### config.mk
export PLATFORM = sky130hd
export DESIGN_NAME = grant_sequencer_8
export DESIGN_NICKNAME = d
export VERILOG_FILES = /design/src/rtl/grant_sequencer_8.sv
export SDC_FILE = /design/constraint.sdc
export NUM_CORES = 1
export LEC_CHECK = 0
export ABC_CLOCK_PERIOD_IN_PS = 8500
export BUFFER_PORTS_ARGS = -buffer_cell sky130_fd_sc_hd__buf_2
export CAP_MARGIN = 40
export CORE_ASPECT_RATIO = 1.5
export CORE_MARGIN = 2
export CORE_UTILIZATION = 40
export CTS_BUF_LIST = sky130_fd_sc_hd__clkbuf_16
export CTS_CLUSTER_SIZE = 20
export DETAILED_ROUTE_END_ITERATION = 7
export SYNTH_ARGS = -nofsm -noshare
export SYNTH_HDL_FRONTEND = slang
export SYNTH_SLANG_ARGS = --single-unit
### constraint.sdc
create_clock -name clk -period 8.5 [get_ports clk]
set_input_delay 0 -clock clk [delete_from_list [all_inputs] [get_ports clk]]
set_output_delay 0 -clock clk [all_outputs]
set_load 0.03 [all_outputs]
### src/rtl/grant_sequencer_8.sv
// Round-robin arbiter for eight requesters with hold watchdog
// and a break-before-make gap between consecutive grants.
module grant_sequencer_8 #(
  parameter int MAX_HOLD   = 200,
  parameter int GAP_CYCLES = 1
) (
  input  logic       clk,
  input  logic       rst_n,
  input  logic [7:0] req,
  input  logic       done,
  output logic       grant_valid,
  output logic [2:0] grant_idx,
  output logic [2:0] grant_code,
  output logic       timeout
);

  localparam logic [1:0] S_IDLE  = 2'd0;
  localparam logic [1:0] S_GRANT = 2'd1;
  localparam logic [1:0] S_GAP   = 2'd2;

  localparam bit         WD_EN     = (MAX_HOLD != 0);
  localparam logic [7:0] HOLD_LAST =
    8'((MAX_HOLD == 0) ? 0 : MAX_HOLD - 1);
  localparam logic [3:0] GAP_LOAD  = 4'(GAP_CYCLES - 1);

  logic [1:0]  state;
  logic [2:0]  ptr;
  logic [7:0]  hcnt;
  logic [3:0]  gcnt;

  logic [15:0] req2;
  logic [7:0]  rot;
  logic [2:0]  off;
  logic [2:0]  pick;
  logic        hit;
  logic        expire;
  logic        rel;

  // Rotate req so ptr lands on bit 0, then take the lowest set bit.
  always_comb begin
    req2 = {req, req};
    rot  = req2[ptr +: 8];
    off  = 3'd0;
    hit  = 1'b0;
    for (int k = 7; k >= 0; k--) begin
      if (rot[k]) begin
        off = 3'(k);
        hit = 1'b1;
      end
    end
    pick = ptr + off;
  end

  assign expire = WD_EN && (hcnt == HOLD_LAST);
  assign rel    = done || !req[grant_idx] || expire;

  // Sequencer: arbitrate in IDLE, hold in GRANT, dwell in GAP.
  always_ff @(posedge clk or negedge rst_n) begin
    if (!rst_n) begin
      state       <= S_IDLE;
      ptr         <= 3'd0;
      hcnt        <= 8'd0;
      gcnt        <= 4'd0;
      grant_valid <= 1'b0;
      grant_idx   <= 3'd0;
      grant_code  <= 3'b111;
      timeout     <= 1'b0;
    end else begin
      timeout <= 1'b0;
      unique case (1'b1)
        (state == S_IDLE): begin
          if (hit) begin
            grant_idx   <= pick;
            grant_code  <= ~pick;
            grant_valid <= 1'b1;
            ptr         <= pick + 3'd1;
            hcnt        <= 8'd0;
            state       <= S_GRANT;
          end
        end
        (state == S_GRANT): begin
          if (hcnt != 8'hFF) hcnt <= hcnt + 8'd1;
          if (rel) begin
            grant_valid <= 1'b0;
            gcnt        <= GAP_LOAD;
            timeout     <= !done && req[grant_idx];
            state       <= S_GAP;
          end
        end
        (state == S_GAP): begin
          if (gcnt == 4'd0) state <= S_IDLE;
          else gcnt <= gcnt - 4'd1;
        end
        default: state <= S_IDLE;
      endcase
    end
  end

endmodule
==> impl_metrics.csv <==
group,metric,value,unit
run_status,status,"complete, no violations",
sta,hold_violations,0,
power_and_ir_drop,p_total,789,uW
logic_synthesis,syn_area,1820,sq um
logic_synthesis,synth_flop_cell,"dfrtp_1",
critical_path,path_class,"register to register",
critical_path,crit_chain,"mux2_2 -> mux2i_1 -> nand2b_1 -> a21boi_0 -> o2bb2ai_1 -> ha_1 -> fa_1 -> ha_1 -> xnor2_1 -> o21ai_0 -> o221a_2",
logic_synthesis,synth_top_cell_by_area,"dfrtp_1",
placed_design,post_dp_cell_area,1900,sq um
clocking,cts_resized,0,
run,drv_cap,0,
logic_synthesis,syn_nets,202,
logic_synthesis,ys_seq_area_share,34.5,%
critical_path,cp_num_buf_inv,0,
routing,ant_nets,0,
placed_design,post-place-ws,5280,ps
placed_design,io_buffers,18,
logic_synthesis,synth.distinct_cells,54,
critical_path,cp_top_family,"adder cells",
routing,vias,1437,
die,fp-row-count,30,
placed_design,place.gp.congestion,0.776,
clocking,clk_pin_slew_worst_paths,70,ps
sta,setup_viol_count_final,0,
critical_path,arrival,3360,ps
power_and_ir_drop,peakVddDrop,0.000179,V
sta,worst_pin_slew,842,ps
critical_path,start_kind,"register",
critical_path,crit-reg2reg-launch,"ptr[1]",
routing,drc_errors,0,
sta,finalSetupTns,0,ps
critical_path,crit_end,"ptr[2]",
logic_synthesis,ys_top_cells_by_area,"dfrtp_1 30%, mux2i_1 6.6%, a21oi_1 4.9%, mux2_2 4.9%, dfstp_2 4.3%",
clocking,hold_buffers,1,
sta,period_needed,3220,ps
logic_synthesis,async_flop_share,100,%
layout,layout_common_cells,"22 x dfrtp_1, 18 x a21oi_1, 18 x buf_2",
clocking,numCtsBuffers,3,
critical_path,worstReg2RegEnd,"ptr[2]",
routing,drt_iter0_markers,42,
die,fp.dieW,59.1,microns
critical_path,cp_max_fo,17,
sta,maxSlewViolCount,0,
grt,grt_overflow,0,
die,ios,19,
die,die_h,86.7,microns
grt,groute.usage.overall,16.8,%
layout,layout_commonest_cell,"dfrtp_1",
die,die_area,5120,sq um
routing,via_per_inst,5.79,
layout,drive_above_1_share,24.0,%
routing,wl,3.88,mm
grt,antenna_found_initial,0,
power_and_ir_drop,leakagePower,0.000842,uW
clocking,clkSinkCount,25,
critical_path,cp.required,8650,ps
sta,setup_ws,5280,ps
logic_synthesis,synth_top_cell_area_share,30.2,%
layout,area_growth,9.33,%
power_and_ir_drop,powerDensity,396,nW/um^2
logic_synthesis,ys_ff_latch,25,
sta,finClkSkew,8.81,ps
die,core,4470,sq um
sta,max_freq,311,MHz
clocking,cts_tree,"done",
layout,antenna_cells,0,
grt,grt_max_degree,26,
clocking,cts_buffer_depth,2,
critical_path,cpPeakStageDelay,760,ps
layout,finish.instance_area,1990,sq um
clocking,clk-insertion-delay-late,260,ps
logic_synthesis,avgSynthCellArea,9.80,sq um
critical_path,rr_worst_depth,11,
sta,rsz0062_at_grt,"false",
clocking,cts_root_buf,"clkbuf_16",
critical_path,crit_cells,11,
placed_design,dp_hpwl,2.88,mm
critical_path,endpoint_kind,"register",
routing,routedWlPerCell,15.6,microns
critical_path,slowest_stage,"dfrtp_1",
grt,grt_pass1_vias,1429,
critical_path,crit_top_cell,"ha_1",
clocking,postCtsSetupRepairBufs,0,
critical_path,cp-startpoint,"ptr[1]",
worst_hold_path,hold_class,"input port to register",
logic_synthesis,syn_inst,186,
routing,dr.pass1.iters,6,
die,start_util,40.8,%
critical_path,reg2reg_slack,5280,ps
logic_synthesis,yosys_warnings,0,
sta,slew_headroom,43.8,%
grt,grt_pass1_wl,6.68,mm
layout,fin_nets,217,
clocking,cts_htree_levels,1,
logic_synthesis,synth_edf_count,0,
sta,finalCritPeriodShare,37.8,%
[registers in the layout (all words and copies together), names as in the netlist]
name	cells
grant_idx	3
state	2
grant_valid	1
gcnt	4
timeout	1
hcnt	8
grant_code	3
ptr	3
[logic make-up (layout without fill, tap and decap cells)]
kind of cell,after synthesis,after routing,synth area share (%)
adder cells (fa/ha/maj),5,5,3.84
AO/OA/AOI/OAI,51,51,18.8
multiplexers,26,26,18.3
buffers and inverters,16,30,5.42
AND/OR/NAND/NOR,62,62,18.6
XOR/XNOR,1,1,0.481
flip-flops,25,25,34.5
[worst min-delay path by stage]
stage | from | end | slack [ps] | depth (start not counted)
4_1_cts | done | state[0] | 20 | 4
3_3_place_gp | rst_n | hcnt[7] | 30 | 1
6_report | done | state[0] | 20 | 4
5_1_grt | done | state[0] | 50 | 4
3_5_place_dp | rst_n | hcnt[6] | 30 | 1
2_1_floorplan | rst_n | gcnt[0] | -300 | 0
[routing by layer]
metal | vias up | global-route usage (%) | share of wire [%]
met4 | 0 | 4.96 | 1.1
met1 | 684 | 20.2 | 43
met2 | 22 | 30.3 | 53
met3 | 4 | 2.39 | 2.4
met5 | - | 0 | 0
li1 | 727 | - | -
[power by group]
| part | leakage (uW) | internal (uW) | total [uW] | switching [uW] |
|---|---|---|---|---|
| clock | 0.0000371 | 64.0 | 108 | 44.3 |
| combinational | 0.000491 | 204 | 439 | 235 |
| sequential | 0.000314 | 168 | 241 | 73.3 |
| total | 0.000842 | 436 | 789 | 353 |
[through the flow]
stage	hold slack, ps	utilization [%]	cells
after global routing	47.5	44.6	248
after global placement	32.9	42.5	243
after CTS	21.2	44.6	248
final	24.9	44.6	248
after floorplan	-296	-	186
after detailed placement	33.4	42.5	243
[worst register-to-register path, stage by stage (launching register included)]
cell and delay [ps]:
dfrtp_1 760, mux2_2 430, mux2i_1 280, nand2b_1 150, a21boi_0 80, o2bb2ai_1 140
ha_1 190, fa_1 450, ha_1 230, xnor2_1 170, o21ai_0 110, o221a_2 130
[synthesized netlist by cell type (2+ instances only)]
| cell type | instances |
|---|---|
| a211oi_1 | 2 |
| a21o_1 | 2 |
| a21oi_1 | 18 |
| a22oi_1 | 2 |
| a31oi_1 | 2 |
| and3_1 | 2 |
| buf_6 | 3 |
| clkbuf_1 | 5 |
| dfrtp_1 | 22 |
| dfstp_2 | 3 |
| ha_1 | 4 |
| inv_1 | 7 |
| mux2_2 | 8 |
| mux2i_1 | 12 |
| mux4_1 | 2 |
| mux4_2 | 2 |
| nand2_1 | 9 |
| nand2b_1 | 2 |
| nand3_1 | 5 |
| nand4_1 | 2 |
| nor2_1 | 15 |
| nor3_1 | 10 |
| nor3b_1 | 2 |
| o21ai_0 | 8 |
| o21ba_2 | 2 |
| o221a_2 | 2 |
| o31ai_1 | 2 |
| or2_2 | 2 |
| or4_1 | 3 |
| or4b_1 | 2 |
[layout make-up]
cell class	instances	area (sq um)
Clock buffer	3	75.1
Clock inverter	1	7.51
Fill cell	458	2470
Inverter	7	26.3
Multi-Input combinational cell	145	1090
Sequential cell	25	629
Tap cell	48	60.1
Timing Repair Buffer	19	100
(Power assumes the default switching activity.)
